File: src/rtl/rv32i_mdu_if.sv
// Bus between the integer pipeline and the multiply/divide unit.
// One modport drives requests (master), the other returns results (slave).
interface rv32i_mdu_if #(parameter int WIDTH = 32);
  // i_start is taken only while o_busy is low. Operands and funct3 are captured on that edge.
  // o_valid pulses for one cycle, with o_result valid in that cycle. There is no back-pressure.
  // i_flush drops the in-flight operation, and no o_valid is produced for it.
  logic             i_start;
  logic             i_flush;
  logic [2:0]       i_funct3;
  logic [WIDTH-1:0] i_rs1_data;
  logic [WIDTH-1:0] i_rs2_data;
  logic             o_busy;
  logic             o_valid;
  logic [WIDTH-1:0] o_result;

  modport master (
    output i_start, i_flush, i_funct3, i_rs1_data, i_rs2_data,
    input  o_busy, o_valid, o_result
  );

  modport slave (
    input  i_start, i_flush, i_funct3, i_rs1_data, i_rs2_data,
    output o_busy, o_valid, o_result
  );
endinterface

File: src/rtl/rv32i_mdu.sv
// RV32M multiply/divide unit: radix-2 shift-add multiply and restoring divide on magnitudes.
// Latency is fixed at 32 iterations plus one sign-correction cycle.
module rv32i_mdu #(
  parameter int WIDTH = 32
) (
  input  logic        clk,
  input  logic        rst,
  rv32i_mdu_if.slave  bus,
  output logic [1:0]  dbg_state
);
  localparam int W = WIDTH;

  typedef enum logic [1:0] {IDLE = 2'd0, CALC = 2'd1, DONE = 2'd2} state_t;

  state_t           state, state_nxt;
  logic [5:0]       cnt;
  logic [2:0]       op;
  logic [W-1:0]     a_raw, opnd;
  logic             b_zero, neg_q, neg_r;
  logic [2*W-1:0]   acc, acc_step;
  logic             valid_q;
  logic [W-1:0]     result_q, result_nxt;

  logic             sgn_a, sgn_b, a_neg, b_neg;
  logic [W-1:0]     a_mag, b_mag;
  logic [W:0]       mul_sum, div_shift;
  logic [W+1:0]     div_diff;
  logic [2*W-1:0]   prod_s;
  logic [W-1:0]     quo_s, rem_s;

  always_comb begin
    sgn_a = !(bus.i_funct3 == 3'b011 || bus.i_funct3 == 3'b101 || bus.i_funct3 == 3'b111);
    sgn_b = (bus.i_funct3 == 3'b000 || bus.i_funct3 == 3'b001 ||
             bus.i_funct3 == 3'b100 || bus.i_funct3 == 3'b110);
    a_neg = sgn_a & bus.i_rs1_data[W-1];
    b_neg = sgn_b & bus.i_rs2_data[W-1];
    a_mag = a_neg ? -bus.i_rs1_data : bus.i_rs1_data;
    b_mag = b_neg ? -bus.i_rs2_data : bus.i_rs2_data;
  end

  always_comb begin
    state_nxt = state;
    case (state)
      IDLE:    if (bus.i_start) state_nxt = CALC;
      CALC:    if (cnt == 6'(W-1)) state_nxt = DONE;
      DONE:    state_nxt = IDLE;
      default: state_nxt = IDLE;
    endcase
    if (bus.i_flush) state_nxt = IDLE;
  end

  // For a multiply, acc holds {partial product, multiplier}. For a divide, it holds {remainder, dividend/quotient}.
  always_comb begin
    mul_sum   = {1'b0, acc[2*W-1:W]} + {1'b0, (acc[0] ? opnd : {W{1'b0}})};
    div_shift = {acc[2*W-1:W], acc[W-1]};
    div_diff  = {1'b0, div_shift} - {2'b00, opnd};
    if (!op[2])
      acc_step = {mul_sum, acc[W-1:1]};
    else if (div_diff[W+1])
      acc_step = {div_shift[W-1:0], acc[W-2:0], 1'b0};
    else
      acc_step = {div_diff[W-1:0], acc[W-2:0], 1'b1};
  end

  // Signed overflow needs no special case: 2^31 / 1 with a positive quotient sign yields 0x80000000.
  always_comb begin
    prod_s = neg_q ? -acc : acc;
    quo_s  = neg_q ? -acc[W-1:0] : acc[W-1:0];
    rem_s  = neg_r ? -acc[2*W-1:W] : acc[2*W-1:W];
    case (op)
      3'b000:                 result_nxt = prod_s[W-1:0];
      3'b001, 3'b010, 3'b011: result_nxt = prod_s[2*W-1:W];
      3'b100, 3'b101:         result_nxt = b_zero ? {W{1'b1}} : quo_s;
      default:                result_nxt = b_zero ? a_raw : rem_s;
    endcase
  end

  always_ff @(posedge clk) begin
    if (!rst) begin
      state    <= IDLE;
      cnt      <= 6'd0;
      op       <= 3'd0;
      a_raw    <= '0;
      opnd     <= '0;
      acc      <= '0;
      b_zero   <= 1'b0;
      neg_q    <= 1'b0;
      neg_r    <= 1'b0;
      valid_q  <= 1'b0;
      result_q <= '0;
    end else begin
      state   <= state_nxt;
      valid_q <= 1'b0;
      case (state)
        IDLE: if (bus.i_start && !bus.i_flush) begin
          op     <= bus.i_funct3;
          a_raw  <= bus.i_rs1_data;
          b_zero <= (bus.i_rs2_data == '0);
          neg_q  <= a_neg ^ b_neg;
          neg_r  <= a_neg;
          cnt    <= 6'd0;
          opnd   <= bus.i_funct3[2] ? b_mag : a_mag;
          acc    <= {{W{1'b0}}, (bus.i_funct3[2] ? a_mag : b_mag)};
        end
        CALC: if (!bus.i_flush) begin
          acc <= acc_step;
          cnt <= cnt + 6'd1;
        end
        DONE: if (!bus.i_flush) begin
          valid_q  <= 1'b1;
          result_q <= result_nxt;
        end
        default: ;
      endcase
    end
  end

  assign bus.o_busy   = (state == CALC) || (state == DONE);
  assign bus.o_valid  = valid_q;
  assign bus.o_result = result_q;
  assign dbg_state    = state;
endmodule

File: src/flat_wrapper.sv
// flat-port wrapper written by rule: the top's interface ports become plain ports
module rv32i_mdu_flat 
#(
  parameter int WIDTH = 32
)
  (clk, rst, dbg_state, bus_i_start, bus_i_flush, bus_i_funct3, bus_i_rs1_data, bus_i_rs2_data, bus_o_busy, bus_o_valid, bus_o_result);
  rv32i_mdu_if #(.WIDTH(WIDTH)) bus_i ();
  input  logic clk;
  input  logic rst;
  output logic [1:0] dbg_state;
  input wire logic [$bits(bus_i.i_start)-1:0] bus_i_start;
  input wire logic [$bits(bus_i.i_flush)-1:0] bus_i_flush;
  input wire logic [$bits(bus_i.i_funct3)-1:0] bus_i_funct3;
  input wire logic [$bits(bus_i.i_rs1_data)-1:0] bus_i_rs1_data;
  input wire logic [$bits(bus_i.i_rs2_data)-1:0] bus_i_rs2_data;
  output wire logic [$bits(bus_i.o_busy)-1:0] bus_o_busy;
  output wire logic [$bits(bus_i.o_valid)-1:0] bus_o_valid;
  output wire logic [$bits(bus_i.o_result)-1:0] bus_o_result;
  assign bus_i.i_start = bus_i_start;
  assign bus_i.i_flush = bus_i_flush;
  assign bus_i.i_funct3 = bus_i_funct3;
  assign bus_i.i_rs1_data = bus_i_rs1_data;
  assign bus_i.i_rs2_data = bus_i_rs2_data;
  assign bus_o_busy = bus_i.o_busy;
  assign bus_o_valid = bus_i.o_valid;
  assign bus_o_result = bus_i.o_result;
  rv32i_mdu #(.WIDTH(WIDTH)) u_core (.clk(clk), .rst(rst), .bus(bus_i), .dbg_state(dbg_state));
endmodule
File: config.mk
export PLATFORM = sky130hd
export DESIGN_NAME = rv32i_mdu_flat
export DESIGN_NICKNAME = d
export VERILOG_FILES = /design/src/rtl/rv32i_mdu_if.sv /design/src/rtl/rv32i_mdu.sv /design/src/flat_wrapper.sv
export SDC_FILE = /design/constraint.sdc
export NUM_CORES = 1
export LEC_CHECK = 0
export ABC_CLOCK_PERIOD_IN_PS = 3800
export BUFFER_PORTS_ARGS = -buffer_cell sky130_fd_sc_hd__buf_2
export CAP_MARGIN = 0
export CELL_PAD_IN_SITES_DETAIL_PLACEMENT = 0
export CELL_PAD_IN_SITES_GLOBAL_PLACEMENT = 1
export CORE_MARGIN = 2
export CORE_UTILIZATION = 45
export CTS_CLUSTER_DIAMETER = 100
export DETAILED_ROUTE_END_ITERATION = 8
export HOLD_SLACK_MARGIN = 0.12
export PLACE_DENSITY = 0.86
export SLEW_MARGIN = 20
export SYNTH_ARGS = -nofsm -noshare
export SYNTH_HDL_FRONTEND = slang
export SYNTH_SLANG_ARGS = --single-unit
File: constraint.sdc
create_clock -name clk -period 3.8 [get_ports clk]
set_clock_uncertainty 0.1 [all_clocks]
set_input_delay 0.76 -clock clk [delete_from_list [all_inputs] [get_ports clk]]
set_output_delay 0.76 -clock clk [all_outputs]
set_load 0.02 [all_outputs]
==> flow_summary.json, run 1 <==
{
  "cell_with_the_largest_stage_delay_on_the_worst_path": "dfxtp_2",
  "path_class": "reg -> reg",
  "p_total_mw": 5.35,
  "max-clock-path-buffers": 2,
  "clock_tree_from_tritoncts": "yes",
  "ant_nets": 0,
  "synth_top_family_by_area": "compound AO/OA/AOI/OAI gates",
  "finalMaxSlewViolations": 0,
  "postSynthRegisterBits": 175,
  "complex_gate_fraction_of_the_synthesized_area_pct": 28.1,
  "gr-usage-all-layers_pct": 32.8,
  "commonest_non_fill_non_tap_cell_in_the_layout": "nand2_1",
  "h-tree-depth": 4,
  "cts_buffers": 17,
  "synth_top_cell_area_share_pct": 22.5,
  "number_of_enable_type_register_cells_in_the_synthesized_netlist": 0,
  "worstPathRequired_ns": 4.05,
  "design.final.nets": 2341,
  "crit_chain": "clkinvlp_4 -> buf_4 -> nor2_1 -> ha_1 -> and3_1 -> nand3_1 -> a31oi_1 -> a2111oi_0 -> o21ai_1 -> nand2_1 -> o21ai_0 -> or3_1 -> a32o_1",
  "final_hold_viol_count": 0,
  "finished_layout_cells": 2666,
  "setup_viol": 0,
  "reg2reg_depth": 13,
  "clk_pin_slew_ns": 0.08,
  "period_share_pct": 93.7,
  "synth.yosys.seq_area_share_pct": 22.5,
  "synth.area.mux_share_pct": 5.05,
  "die_width_um": 190,
  "worst_r2r_endpoint": "u_core.acc[59]",
  "fp.dieArea_um2": 36100,
  "fmax_achieved_mhz": 281,
  "asyncSetResetFlopFracSynth_pct": 0,
  "worst_hold_path_type": "reg -> reg",
  "grt_first_pass_wirelength_um": 91200,
  "worst_pin_slew_ns": 0.974,
  "routed_wirelength_um": 59800,
  "basic_gate_share_of_the_synthesized_area_counting_and_or_nand_and_nor_cells_pct": 21.3,
  "overflow": 0,
  "rsz0062_at_grt": "false",
  "wl_per_cell_um": 22.4,
  "synth_fa_ha_area_share_pct": 6.05,
  "fp-row-count": 68,
  "layout_common_cells": "nand2_1, a21oi_1, nor2_1",
  "critical_path.endpoint_type": "register",
  "holdPathEnd": "u_core.opnd[11]",
  "detailroute.via_count": 16900,
  "place_inst": 2629,
  "power_density_cells_nw_per_um2": 310,
  "root_buffer": "clkbuf_16",
  "post_route_cells_drive_above_1_share_pct": 13.3,
  "min_path_cells": 2,
  "start_util_pct": 45.3,
  "post_synth_inst_count": 2155,
  "static-leakage-power_nw": 6.93,
  "grt_pass1_vias": 15400,
  "numPortBuffers": 106,
  "placed_area_um2": 16600,
  "rr_startpoint": "u_core.acc[0]",
  "worstSetupStartpoint": "u_core.acc[0]",
  "ys_dominant_reg_cell": "dfxtp_1",
  "critical_path_peak_fanout": 22,
  "ys_warn_count": 0,
  "final.setup.tns_ns": 0,
  "drc_errors": 0,
  "synth_top_area_cell": "dfxtp_1",
  "post-dp-hpwl_um": 45400,
  "hold_ws_ns": 0.363,
  "layout_min_cycle_time_ns": 3.56,
  "grt_start_max_net_pins": 79,
  "clock_sink_count": 175,
  "ir_drop_mv": 0.348,
  "post_synth_num_cell_types": 87,
  "flow.area_growth_from_synthesis_pct": 11.0,
  "synth.avg_cell_area_um2": 7.21,
  "detailedRoute.firstIterationViolations": 1891,
  "place_congestion": 1.04,
  "postLayoutSetupSlackWorst_ns": 0.240,
  "worst_setup_path_start_kind": "register",
  "synth-xor-area-share_pct": 11.4,
  "pre_cts_slack_ns": 0.0486,
  "worst-endpoint-arrival_ns": 3.81,
  "chipHeight_um": 190,
  "synthesis.area_um2": 15500,
  "floorplan.core_area_um2": 34300,
  "hold_start": "u_core.opnd[11]",
  "slew-limit-headroom_pct": 35.0,
  "run_status": "finished clean",
  "drt_pass1_iterations": 7,
  "design.portCount": 107,
  "clock_insertion_delay_worst_skew_ns": 0.46,
  "fillerInstances": 3424,
  "via_per_inst": 6.33,
  "grt_antenna_before_repair": 2,
  "cts_hold_buffers": 0,
  "synth_fp_nets": 2300,
  "layout.core_utilization_pct": 50.3,
  "rrSetupSlack_ns": 0.24,
  "finish.instance_area_um2": 17300,
  "slowest_delay_ns": 0.48,
  "cap_violations": 0,
  "synth_top_cells_by_area": "dfxtp_1, nand2_1, a21oi_1, ha_1, xor2_1"
}
[final cells by class]
class	count	area [um^2]	area share, %
multi-input combinational	1756	11200	65.0
sequential	175	3510	20.3
timing repair buffer	179	1090	6.32
tap	455	569	3.30
clock buffer	17	425	2.47
inverter	66	251	1.46
clock inverter	15	186	1.08
timing repair inverter	1	7.51	0.0435
antenna	2	5.00	0.0290
[worst max path at each step]
| stage | end | slack, ns | cells after the start |
|---|---|---|---|
| 3_5_place_dp | u_core.b_zero | 0.05 | 9 |
| 2_1_floorplan | u_core.acc[26] | 0.67 | 9 |
| 3_3_place_gp | u_core.b_zero | 0.05 | 9 |
| 6_report | u_core.acc[59] | 0.24 | 13 |
| 5_1_grt | u_core.acc[59] | 0.07 | 13 |
| 4_1_cts | u_core.acc[59] | 0.05 | 13 |
[cell usage after synthesis (5+ instances only)]
master	number
inv_1	63
or2_2	10
buf_2	16
mux2_2	27
o211ai_1	19
xnor2_1	99
nand3_1	49
and2_1	14
o221ai_1	7
ha_1	72
o21a_1	9
mux2i_1	47
a211o_1	8
a221oi_1	24
clkbuf_1	123
or4_4	10
nand2_1	288
a21o_1	31
nand4_1	17
xor2_1	101
o31ai_1	35
o21ai_1	53
nor3_1	32
nand2b_1	13
a211oi_1	30
o41ai_1	15
a22oi_1	22
o21bai_1	11
a311oi_1	8
a31oi_1	19
or3_1	21
nor2b_1	10
buf_1	17
and3_1	5
nor2_1	189
a21oi_1	199
nor4_1	12
dfxtp_1	175
or4_1	14
o21ai_0	150
o22ai_1	12
[timing repair]
item | 4_1_cts | 5_1_grt
resized for setup | 0 | 5
buffers inserted | 0 | 2
setup endpoints to repair | 0 | 5
[metal layers]
metal / vias up / global-route usage [%] / wire length (um)
met5: - / 0 / 0
met4: 0 / 17.1 / 3520
met3: 174 / 6.42 / 5570
met1: 7982 / 44.3 / 25200
met2: 889 / 49.3 / 25400
li1: 7835 / - / -
[logic make-up after synthesis]
family,count (synthesis)
buf+inv,224
flops,175
xor+xnor,201
simple gates,711
compound gates,695
mux,75
fa+ha+maj,74
[state kept, by name, summed over array words and instances, names as in the netlist]
name	cells
u_core.neg_r	1
u_core.dbg_state	2
u_core.b_zero	1
u_core.op	3
u_core.acc	64
u_core.cnt	6
u_core.bus.o_result	32
u_core.a_raw	32
u_core.neg_q	1
u_core.opnd	32
u_core.bus.o_valid	1
[power breakdown]
group	internal (mW)	total (mW)	switching, mW
Clock	0.899	1.87	0.970
Combinational	0.534	1.46	0.929
Sequential	1.91	2.02	0.106
Total	3.35	5.35	2.01
[critical path, delay by kind of cell (launching register included)]
family	cells	cell delay, ns
DFF	1	0.48
AOI/OAI and AO/OA	5	1.09
adders and majority gates	1	0.31
buffers and inverters	2	0.50
and+or+nand+nor	5	0.97
No activity file was read; power rests on OpenSTA's default activity.
==> run 2: changes to the inputs <==
Settings changed: CELL_PAD_IN_SITES_DETAIL_PLACEMENT 0 to 1, CELL_PAD_IN_SITES_GLOBAL_PLACEMENT 1 to 2, CORE_UTILIZATION 45 to 36, PLACE_DENSITY 0.86 to 0.87.
==> run 2 against run 1 <==
Register-to-register slack lost 0.03 ns. Via count is essentially flat. Combinational power grew 4%. Power grew 1.5%. Sequential cell count is the same. Core utilization shrank 9.4 points. Sequential share of layout area shrank 0.36 points. Count of clock-buffer cells in the layout grew 1. First-iteration DRC count shrank 26%. Final area grew 1.7%. Routed wire length grew 15%. Cell count grew 5.5%. Largest cell class unchanged. Largest power group unchanged.
==> flow_summary.json, run 2 (synthesized netlist as in run 1, its figures left out) <==
{
  "floorplan.core_area_um2": 42900,
  "rsz0062_at_grt": "false",
  "wl_per_cell_um": 24.4,
  "fp.dieArea_um2": 44900,
  "chipHeight_um": 212,
  "worst_hold_path_type": "reg -> reg",
  "post-dp-hpwl_um": 53500,
  "clock_tree_from_tritoncts": "yes",
  "root_buffer": "clkbuf_16",
  "cts_buffers": 17,
  "period_share_pct": 94.6,
  "via_per_inst": 6.00,
  "worst-endpoint-arrival_ns": 3.87,
  "setup_viol": 0,
  "crit_chain": "ha_1 -> nor2b_1 -> o2111a_1 -> o21ai_0 -> a211oi_1 -> nor3_1 -> buf_4 -> o31a_1 -> buf_4 -> o21ai_0 -> a32o_1",
  "h-tree-depth": 4,
  "drt_pass1_iterations": 5,
  "design.final.nets": 2357,
  "ant_nets": 0,
  "slew-limit-headroom_pct": 42.5,
  "start_util_pct": 36.3,
  "static-leakage-power_nw": 7.04,
  "clk_pin_slew_ns": 0.08,
  "design.portCount": 107,
  "finalMaxSlewViolations": 0,
  "fmax_achieved_mhz": 278,
  "grt_start_max_net_pins": 68,
  "path_class": "reg -> reg",
  "overflow": 0,
  "power_density_cells_nw_per_um2": 310,
  "grt_first_pass_wirelength_um": 104000,
  "fillerInstances": 5416,
  "worstPathRequired_ns": 4.08,
  "critical_path.endpoint_type": "register",
  "detailroute.via_count": 16900,
  "fp-row-count": 76,
  "drc_errors": 0,
  "ir_drop_mv": 0.315,
  "layout_common_cells": "nand2_1, a21oi_1, nor2_1",
  "grt_antenna_before_repair": 3,
  "clock_sink_count": 175,
  "detailedRoute.firstIterationViolations": 1393,
  "p_total_mw": 5.43,
  "slowest_delay_ns": 0.61,
  "post_route_cells_drive_above_1_share_pct": 13.9,
  "cap_violations": 0,
  "worst_pin_slew_ns": 0.863,
  "largest_register_ffs": 64,
  "worst_setup_path_start_kind": "register",
  "commonest_non_fill_non_tap_cell_in_the_layout": "nand2_1",
  "flow.area_growth_from_synthesis_pct": 12.9,
  "clock_insertion_delay_worst_skew_ns": 0.48,
  "max-clock-path-buffers": 2,
  "layout_min_cycle_time_ns": 3.59,
  "final_hold_viol_count": 0,
  "critical_path_peak_fanout": 16,
  "rrSetupSlack_ns": 0.21,
  "run_status": "finished clean",
  "routed_wirelength_um": 68600,
  "largest-register": "u_core.acc",
  "die_width_um": 212,
  "grt_pass1_vias": 16800,
  "cts_post_setup_buffers_inserted": 0,
  "gr-usage-all-layers_pct": 30.5,
  "cell_with_the_largest_stage_delay_on_the_worst_path": "dfxtp_1",
  "numPortBuffers": 106,
  "place_congestion": 0.962,
  "final.setup.tns_ns": 0
}
-- run 2: cell types whose count changed in the layout (fill, tap and decap cells not counted), moves of 3 or more --
cell        change
buf_4          +15
clkinvlp_4      -4
clkinv_8        -3
inv_6           +3
inv_8           -3
-- run 2: where the power goes --
part | switching [mW] | total (mW) | internal, mW
Clock | 0.910 | 1.91 | 0.996
Combinational | 0.980 | 1.52 | 0.538
Sequential | 0.0952 | 2.01 | 1.91
Total | 1.99 | 5.43 | 3.45
-- run 2: what timing repair did --
item                                   in CTS  in global routing
setup endpoints to repair                   0                  4
endpoints found under the hold margin       0                  0
hold buffers                                0                  0
resized for setup                           0                  3
-- run 2: final timing paths --
kind | from | end | cells after the start
min reg2reg | u_core.opnd[22] | u_core.opnd[22] | 2
min | u_core.opnd[22] | u_core.opnd[22] | 2
max reg2reg | u_core.acc[32] | u_core.acc[59] | 11
max | u_core.acc[32] | u_core.acc[59] | 11
-- run 2: through the flow --
step	utilization, %	hold WS (ns)	instances	setup WS [ns]	area (um^2)
after floorplan	-	0.332	2155	0.672	15500
after global placement	39.5	0.340	2779	0.261	16900
after detailed placement	39.5	0.352	2779	0.214	16900
after CTS	40.9	0.362	2811	0.175	17500
after global routing	40.9	0.381	2813	0.0146	17600
final	40.9	0.362	2813	0.207	17600
-- run 2: cell type report --
| cell class | count | area (um^2) | share of cell area, % |
|---|---|---|---|
| multi-input combinational | 1756 | 11200 | 63.9 |
| sequential | 175 | 3510 | 20.0 |
| timing repair buffer | 196 | 1240 | 7.09 |
| tap | 585 | 732 | 4.17 |
| clock buffer | 18 | 429 | 2.45 |
| inverter | 66 | 248 | 1.41 |
| clock inverter | 14 | 178 | 1.01 |
| antenna | 3 | 7.51 | 0.0428 |
-- run 2: layer usage --
| layer | vias to the layer above | GRT usage (%) | share of wire (%) |
|---|---|---|---|
| met1 | 8340 | 41.2 | 45 |
| li1 | 7847 | - | - |
| met2 | 561 | 48.6 | 45 |
| met3 | 119 | 3.29 | 4.9 |
| met4 | 0 | 14.3 | 4.6 |
| met5 | - | 0 | 0 |
-- run 2: worst max-delay path, delay by kind of cell, from the launching register on --
family / cells / cell delay, ns
AOI/OAI and AO/OA: 6 / 1.61
DFF: 1 / 0.61
buffers and inverters: 2 / 0.53
and+or+nand+nor: 2 / 0.34
adders and majority gates: 1 / 0.32
